--- config.mk ---
export PLATFORM = sky130hd
export DESIGN_NAME = sid_voice_mixer
export DESIGN_NICKNAME = d
export VERILOG_FILES = /design/src/rtl/sid_voice_mixer.sv
export SDC_FILE = /design/constraint.sdc
export NUM_CORES = 1
export LEC_CHECK = 0
export ABC_AREA = 1
export BUFFER_PORTS_ARGS = -buffer_cell sky130_fd_sc_hd__buf_4
export CAP_MARGIN = 15
export CORE_MARGIN = 2
export CORE_UTILIZATION = 65
export DETAILED_ROUTE_END_ITERATION = 7
export PLACE_DENSITY = 0.95
export SLEW_MARGIN = 20
export SYNTH_ARGS = -nofsm -noshare
export SYNTH_HDL_FRONTEND = slang
export SYNTH_SLANG_ARGS = --single-unit
--- constraint.sdc ---
create_clock -name clk -period 7.5 [get_ports clk]
set_input_delay 2.25 -clock clk [delete_from_list [all_inputs] [get_ports clk]]
set_output_delay 2.25 -clock clk [all_outputs]
set_load 0.03 [all_outputs]
--- src/rtl/sid_voice_mixer.sv ---
// N-voice SID mixer: snapshots voices and gains once per sample period, accumulates
// one voice per clock, and emits a saturated offset-binary word with a sticky clip flag.
module sid_voice_mixer #(
    parameter int NUM_VOICES = 3,
    parameter int VOICE_W    = 12,
    parameter int GAIN_W     = 4,
    parameter int SAMPLE_DIV = 16,
    localparam int ADDR_W    = $clog2(NUM_VOICES + 1)
) (
    input  logic                          clk,
    input  logic                          rst_n,
    input  logic [NUM_VOICES*VOICE_W-1:0] voice_in,
    input  logic                          cfg_we,
    input  logic [ADDR_W-1:0]             cfg_addr,
    input  logic [7:0]                    cfg_data,
    output logic [VOICE_W-1:0]            mix_out,
    output logic                          mix_valid,
    output logic                          clip,
    output logic                          busy
);

    localparam int ACC_W  = VOICE_W + GAIN_W + $clog2(NUM_VOICES) + 1;
    localparam int PROD_W = VOICE_W + GAIN_W + 1;
    localparam int DIV_W  = $clog2(SAMPLE_DIV);
    localparam int IDX_W  = (NUM_VOICES > 1) ? $clog2(NUM_VOICES) : 1;

    localparam logic [VOICE_W-1:0]      MID_WORD   = {1'b1, {(VOICE_W-1){1'b0}}};
    localparam logic [GAIN_W-1:0]       GAIN_UNITY = {1'b1, {(GAIN_W-1){1'b0}}};
    localparam logic signed [ACC_W-1:0] SAT_MAX    = ACC_W'((32'sd1 <<< (VOICE_W-1)) - 32'sd1);
    localparam logic signed [ACC_W-1:0] SAT_MIN    = ACC_W'(-(32'sd1 <<< (VOICE_W-1)));

    typedef enum logic [1:0] {
        ST_IDLE = 2'd0,
        ST_ACC  = 2'd1,
        ST_OUT  = 2'd2
    } state_t;

    // Offset-binary to two's complement: flipping the MSB recentres silence at zero.
    function automatic logic signed [VOICE_W-1:0] to_signed_voice(input logic [VOICE_W-1:0] v);
        return {~v[VOICE_W-1], v[VOICE_W-2:0]};
    endfunction

    state_t                    state_r;
    logic [DIV_W-1:0]          div_r;
    logic [IDX_W-1:0]          idx_r;
    logic signed [ACC_W-1:0]   acc_r;
    logic signed [VOICE_W-1:0] snap_v_r [NUM_VOICES];
    logic [GAIN_W-1:0]         snap_g_r [NUM_VOICES];
    logic [GAIN_W-1:0]         gain_r   [NUM_VOICES];
    logic [VOICE_W-1:0]        mix_out_r;
    logic                      mix_valid_r;
    logic                      clip_r;
    logic                      busy_r;

    logic                      tick_s;
    logic                      pre_tick_s;
    logic                      last_s;
    logic [PROD_W-1:0]         v_ext_s;
    logic [PROD_W-1:0]         g_ext_s;
    logic signed [PROD_W-1:0]  prod_s;
    logic signed [ACC_W-1:0]   acc_next_s;
    logic signed [ACC_W-1:0]   shifted_s;
    logic [VOICE_W-1:0]        sat_s;
    logic                      sat_hit_s;
    logic [VOICE_W-1:0]        mix_word_s;
    logic                      clip_set_s;
    logic                      clip_clr_s;
    logic                      cfg_unused_s;

    assign tick_s       = (div_r == DIV_W'(SAMPLE_DIV - 1));
    assign pre_tick_s   = (div_r == DIV_W'(SAMPLE_DIV - 2));
    assign last_s       = (idx_r == IDX_W'(NUM_VOICES - 1));
    assign clip_set_s   = (state_r == ST_ACC) && last_s && sat_hit_s;
    assign clip_clr_s   = cfg_we && (cfg_addr == ADDR_W'(NUM_VOICES)) && cfg_data[0];
    assign cfg_unused_s = ^cfg_data;

    // The final accumulation is resolved in the last ACC cycle so the word is registered on entry to OUT.
    always_comb begin
        v_ext_s    = {{(GAIN_W+1){snap_v_r[idx_r][VOICE_W-1]}}, snap_v_r[idx_r]};
        g_ext_s    = {{VOICE_W{1'b0}}, 1'b0, snap_g_r[idx_r]};
        prod_s     = $signed(v_ext_s) * $signed(g_ext_s);
        acc_next_s = acc_r + ACC_W'(prod_s);
        shifted_s  = acc_next_s >>> (GAIN_W - 1);
        sat_s      = shifted_s[VOICE_W-1:0];
        sat_hit_s  = 1'b0;
        if (shifted_s > SAT_MAX) begin
            sat_s     = SAT_MAX[VOICE_W-1:0];
            sat_hit_s = 1'b1;
        end else if (shifted_s < SAT_MIN) begin
            sat_s     = SAT_MIN[VOICE_W-1:0];
            sat_hit_s = 1'b1;
        end else begin
            sat_s     = shifted_s[VOICE_W-1:0];
            sat_hit_s = 1'b0;
        end
        mix_word_s = {~sat_s[VOICE_W-1], sat_s[VOICE_W-2:0]};
    end

    // Free-running sample-rate divider.
    always_ff @(posedge clk or negedge rst_n) begin
        if (!rst_n) begin
            div_r <= {DIV_W{1'b0}};
        end else if (tick_s) begin
            div_r <= {DIV_W{1'b0}};
        end else begin
            div_r <= div_r + DIV_W'(1);
        end
    end

    // Per-voice gain registers.
    always_ff @(posedge clk or negedge rst_n) begin
        if (!rst_n) begin
            for (int i = 0; i < NUM_VOICES; i++) gain_r[i] <= GAIN_UNITY;
        end else begin
            for (int i = 0; i < NUM_VOICES; i++) begin
                if (cfg_we && (cfg_addr == ADDR_W'(i))) gain_r[i] <= cfg_data[GAIN_W-1:0];
                else                                     gain_r[i] <= gain_r[i];
            end
        end
    end

    // Mix sequencer; busy is raised one cycle early so it is already high in the tick cycle.
    always_ff @(posedge clk or negedge rst_n) begin
        if (!rst_n) begin
            state_r     <= ST_IDLE;
            idx_r       <= {IDX_W{1'b0}};
            acc_r       <= {ACC_W{1'b0}};
            mix_out_r   <= MID_WORD;
            mix_valid_r <= 1'b0;
            busy_r      <= 1'b0;
            for (int i = 0; i < NUM_VOICES; i++) begin
                snap_v_r[i] <= {VOICE_W{1'b0}};
                snap_g_r[i] <= {GAIN_W{1'b0}};
            end
        end else begin
            mix_valid_r <= 1'b0;
            case (state_r)
                ST_IDLE: begin
                    if (tick_s) begin
                        state_r <= ST_ACC;
                        idx_r   <= {IDX_W{1'b0}};
                        acc_r   <= {ACC_W{1'b0}};
                        busy_r  <= 1'b1;
                        for (int i = 0; i < NUM_VOICES; i++) begin
                            snap_v_r[i] <= to_signed_voice(voice_in[i*VOICE_W +: VOICE_W]);
                            snap_g_r[i] <= gain_r[i];
                        end
                    end else begin
                        busy_r <= pre_tick_s;
                    end
                end
                ST_ACC: begin
                    acc_r <= acc_next_s;
                    if (last_s) begin
                        state_r     <= ST_OUT;
                        idx_r       <= {IDX_W{1'b0}};
                        mix_out_r   <= mix_word_s;
                        mix_valid_r <= 1'b1;
                    end else begin
                        idx_r <= idx_r + IDX_W'(1);
                    end
                end
                ST_OUT: begin
                    state_r <= ST_IDLE;
                    busy_r  <= pre_tick_s;
                end
                default: begin
                    state_r <= ST_IDLE;
                    busy_r  <= 1'b0;
                end
            endcase
        end
    end

    // Sticky clip flag; a saturation in the same cycle as a clear keeps the flag set.
    always_ff @(posedge clk or negedge rst_n) begin
        if (!rst_n) begin
            clip_r <= 1'b0;
        end else if (clip_set_s) begin
            clip_r <= 1'b1;
        end else if (clip_clr_s) begin
            clip_r <= 1'b0;
        end else begin
            clip_r <= clip_r;
        end
    end

    assign mix_out   = mix_out_r;
    assign mix_valid = mix_valid_r;
    assign clip      = clip_r;
    assign busy      = busy_r;

endmodule

==> run_summary.xml <==
<?xml version="1.0" encoding="UTF-8"?>
<metrics>
  <group name="synthesis">
    <metric name="ys_async_sr_fraction" unit="%">100</metric>
    <metric name="syn-mean-instance-area" unit="µm²">8.66</metric>
    <metric name="synth-edff-count" unit="">0</metric>
    <metric name="count_of_synthesis_stage_warnings_from_yosys" unit="">0</metric>
    <metric name="postSynthNetCount" unit="">951</metric>
    <metric name="synth.yosys.seq_area_share" unit="%">36.1</metric>
    <metric name="synth.ff_latch_count" unit="">102</metric>
    <metric name="mapped_cell_area" unit="µm²">7080</metric>
    <metric name="yosysUniqueCellTypes" unit="">28</metric>
    <metric name="ys_flop_type" unit="">dfrtp_1</metric>
    <metric name="postSynthCellCount" unit="">818</metric>
  </group>
  <group name="placement">
    <metric name="place_area" unit="µm²">7590</metric>
    <metric name="place.detailed.hpwl" unit="µm">11300</metric>
    <metric name="finalWeightedCongestion" unit="">0.934</metric>
    <metric name="port_buffers" unit="">59</metric>
  </group>
  <group name="grt">
    <metric name="grt_use_total" unit="%">28.9</metric>
    <metric name="grt-ovfl-total" unit="">0</metric>
    <metric name="initial_antenna_violation_count" unit="">0</metric>
    <metric name="pin_count_of_the_biggest_net_entering_global_routing" unit="">53</metric>
    <metric name="grt_first_pass_wirelength" unit="µm">26200</metric>
    <metric name="first_global_vias" unit="">5658</metric>
  </group>
  <group name="routing">
    <metric name="average_wire_length_per_cell_after_detail_routing" unit="µm">15.0</metric>
    <metric name="antenna_violating_nets_post_route" unit="">0</metric>
    <metric name="num_vias" unit="">5522</metric>
    <metric name="first_pass_iters" unit="">5</metric>
    <metric name="via_per_inst" unit="">5.45</metric>
    <metric name="detail_route.drc_violations" unit="">0</metric>
    <metric name="drtIter0Drc" unit="">325</metric>
    <metric name="drt_wirelength" unit="µm">15200</metric>
  </group>
  <group name="status">
    <metric name="outcome" unit="">finished, final reports clean</metric>
  </group>
  <group name="hold_path">
    <metric name="worstHoldStart" unit="">gain_r[6]</metric>
    <metric name="min_path_cells" unit="">2</metric>
    <metric name="hold_path.class" unit="">reg2reg</metric>
    <metric name="worst_hold_path.endpoint" unit="">gain_r[6]</metric>
  </group>
  <group name="worst_setup_path">
    <metric name="crit_path_max_incr_delay" unit="ns">0.80</metric>
    <metric name="cp.arrival" unit="ns">6.32</metric>
    <metric name="critical_path.cell_chain" unit="">nor2_1, buf_4, nand2_1, nand3_1, nand2_1, inv_1, fa_1, fa_1, inv_1, fa_1, inv_1, ha_1, a21oi_1, o21ai_0, a21oi_1, nand3_1, nand2_1, nand3_2, a21oi_2, a21oi_1</metric>
    <metric name="critPathMaxFanout" unit="">20</metric>
    <metric name="critical_path.top_delay_family" unit="">adder cells</metric>
    <metric name="worst_setup_path_start_kind" unit="">flop</metric>
    <metric name="worstPathRequired" unit="ns">7.75</metric>
    <metric name="crit_slowest_cell" unit="">dfrtp_1</metric>
    <metric name="r2r_start" unit="">idx_r[0]</metric>
    <metric name="reg2reg_to" unit="">mix_out[0]</metric>
    <metric name="worst-r2r-setup-slack" unit="ns">1.43</metric>
    <metric name="cp_num_buf_inv" unit="">4</metric>
    <metric name="timing.reg2reg.worst_path_depth" unit="">20</metric>
    <metric name="cp-end-kind" unit="">flop</metric>
    <metric name="classification_of_the_worst_setup_path" unit="">reg2reg</metric>
  </group>
  <group name="power_and_ir_drop">
    <metric name="comb_power_share" unit="%">68.6</metric>
    <metric name="sw_frac_of_total" unit="%">52.9</metric>
    <metric name="seq_power_share" unit="%">21.8</metric>
    <metric name="power.density" unit="nW/µm²">454</metric>
    <metric name="p_sw" unit="mW">1.87</metric>
    <metric name="p_int" unit="mW">1.66</metric>
    <metric name="clock_power_share" unit="%">9.6</metric>
    <metric name="leakagePower" unit="nW">4.36</metric>
    <metric name="worst_ir_drop_vdd" unit="mV">0.319</metric>
  </group>
  <group name="finish">
    <metric name="layout.cells.most_common_list" unit="">nand2_1, inv_1, dfrtp_1</metric>
    <metric name="nets" unit="">1003</metric>
    <metric name="n_antenna_cell" unit="">0</metric>
    <metric name="layout_commonest_cell" unit="">nand2_1</metric>
    <metric name="syn2layout_area_growth" unit="%">9.73</metric>
    <metric name="finalCoreUtilization" unit="%">72.3</metric>
    <metric name="stdcell_area" unit="µm²">7770</metric>
    <metric name="layout-drive-gt1-share" unit="%">18.3</metric>
  </group>
  <group name="floorplan">
    <metric name="floorplan.die_area" unit="µm²">11700</metric>
    <metric name="chipHeight" unit="µm">108</metric>
    <metric name="ioPinCount" unit="">64</metric>
    <metric name="core" unit="µm²">10700</metric>
    <metric name="fp-row-count" unit="">38</metric>
    <metric name="die_width" unit="µm">108</metric>
    <metric name="floorplan.initialDensity" unit="%">65.9</metric>
  </group>
  <group name="timing">
    <metric name="min_period_over_period" unit="%">80.9</metric>
    <metric name="maxSlewViolCount" unit="">0</metric>
    <metric name="clock.fmax" unit="MHz">165</metric>
    <metric name="finalSetupViolations" unit="">0</metric>
    <metric name="timing.final.crit_period" unit="ns">6.07</metric>
    <metric name="slew-limit-headroom" unit="%">53.9</metric>
    <metric name="setup_tns" unit="ns">0</metric>
    <metric name="max_clock_skew" unit="ns">0.0135</metric>
    <metric name="final_hold_viol_count" unit="">0</metric>
    <metric name="worst-slew-pin-transition" unit="ns">0.691</metric>
    <metric name="grt_setup_unrepaired" unit="">no</metric>
  </group>
  <group name="clock_tree">
    <metric name="clock-sinks" unit="">102</metric>
    <metric name="cts_root_buf" unit="">clkbuf_8</metric>
    <metric name="cts.clk_slew.worst_paths" unit="ns">0.11</metric>
    <metric name="clk_path_buf_depth" unit="">2</metric>
    <metric name="post-cts-setup-buffers" unit="">0</metric>
    <metric name="cts_max_level" unit="">3</metric>
    <metric name="clock_tree_from_tritoncts" unit="">done</metric>
    <metric name="quantity_of_gates_resized_following_cts" unit="">0</metric>
    <metric name="cts-hold-fix-buffers" unit="">0</metric>
    <metric name="cts_inserted_buffers" unit="">9</metric>
    <metric name="worst_skew_pair.late_latency" unit="ns">0.38</metric>
  </group>
  <group name="flow_run">
    <metric name="drv_cap" unit="">0</metric>
  </group>
</metrics>
routing by layer:
metal	routed length (µm)	track usage (%)
met5	0	0
met4	234	8.24
met3	956	5.12
met2	7610	49.3
met1	6420	38.1
layout make-up:
| class | count | area [µm²] |
|---|---|---|
| inverter | 164 | 616 |
| clock buffer | 9 | 124 |
| clock inverter | 6 | 52.6 |
| timing repair buffer | 64 | 480 |
| tap | 140 | 175 |
| multi-input combinational | 529 | 3770 |
| sequential | 102 | 2560 |
| fill | 773 | 2970 |
stage by stage:
stage               worst slack (ns)  cells  power (mW)  hold WS, ns
CTS                             1.51   1014        3.51        0.494
floorplan                       2.94    818        2.63        0.449
global placement                1.70    999        3.03        0.464
detailed placement              1.62    999        3.15        0.470
finish                          1.43   1014        3.53        0.492
global route                   0.911   1014        3.92        0.520
cell families (layout without fill, tap and decap cells):
kind of cell	count (synthesis)	count (layout)	synth area share, %
AO/OA/AOI/OAI	63	63	5.25
XOR/XNOR	18	18	2.23
adder cells (fa/ha/maj)	84	84	19.5
buffers and inverters	187	243	10.7
flip-flops	102	102	36.1
multiplexers	45	45	7.16
AND/OR/NAND/NOR	319	319	19.0
Yosys cell counts, types with 2 or more instances:
| cell | n | area share (%) |
|---|---|---|
| buf_6 | 7 | 1.1 |
| nand2_2 | 7 | 0.62 |
| nand3_1 | 70 | 4.9 |
| dfrtp_1 | 98 | 35 |
| o21ai_0 | 28 | 2.0 |
| xor2_1 | 9 | 1.1 |
| a21oi_2 | 13 | 1.6 |
| mux2_2 | 45 | 7.2 |
| nor2_1 | 25 | 1.3 |
| fa_1 | 44 | 12 |
| inv_1 | 159 | 8.4 |
| buf_2 | 4 | 0.28 |
| nand3_2 | 5 | 0.71 |
| dfstp_2 | 4 | 1.5 |
| clkbuf_1 | 12 | 0.64 |
| inv_2 | 5 | 0.27 |
| nand2_1 | 208 | 11 |
| xnor2_1 | 9 | 1.1 |
| ha_1 | 40 | 7.1 |
| nand4_1 | 2 | 0.18 |
| a21oi_1 | 17 | 1.2 |
state kept, by name, summed over array words and instances (netlist names):
signal	flops
clip	1
acc_r	19
mix_out	12
state_r	2
idx_r	2
mix_valid	1
snap_g_r	12
div_r	4
snap_v_r	36
gain_r	12
busy	1
worst max-delay path by stage:
stage	end	slack (ns)	from	cells past startpoint
after floorplan	mix_out[10]	2.94	idx_r[0]	26
after global placement	mix_out[0]	1.70	idx_r[0]	20
after detailed placement	mix_out[0]	1.62	idx_r[0]	20
after CTS	mix_out[0]	1.51	idx_r[0]	20
after global routing	mix_out[0]	0.91	idx_r[0]	20
final	mix_out[0]	1.43	idx_r[0]	20
worst reg2reg max path: stages (launching register included):
cell     delay, ns
dfrtp_1       0.80
nor2_1        0.11
buf_4         0.23
nand2_1       0.08
nand3_1       0.45
nand2_1       0.30
inv_1         0.23
fa_1          0.53
fa_1          0.51
inv_1         0.06
fa_1          0.55
inv_1         0.06
ha_1          0.37
a21oi_1       0.21
o21ai_0       0.11
a21oi_1       0.26
nand3_1       0.12
nand2_1       0.16
nand3_2       0.11
a21oi_2       0.58
a21oi_1       0.13
power groups by stage:
stage	Clock (mW)	Combinational, mW	Sequential, mW
after floorplan	0	1.81	0.825
after global placement	0	2.26	0.770
after detailed placement	0	2.37	0.778
after CTS	0.344	2.40	0.769
after global routing	0.361	2.78	0.783
final	0.338	2.42	0.768
Note: power is estimated with default switching activity, not from simulation.
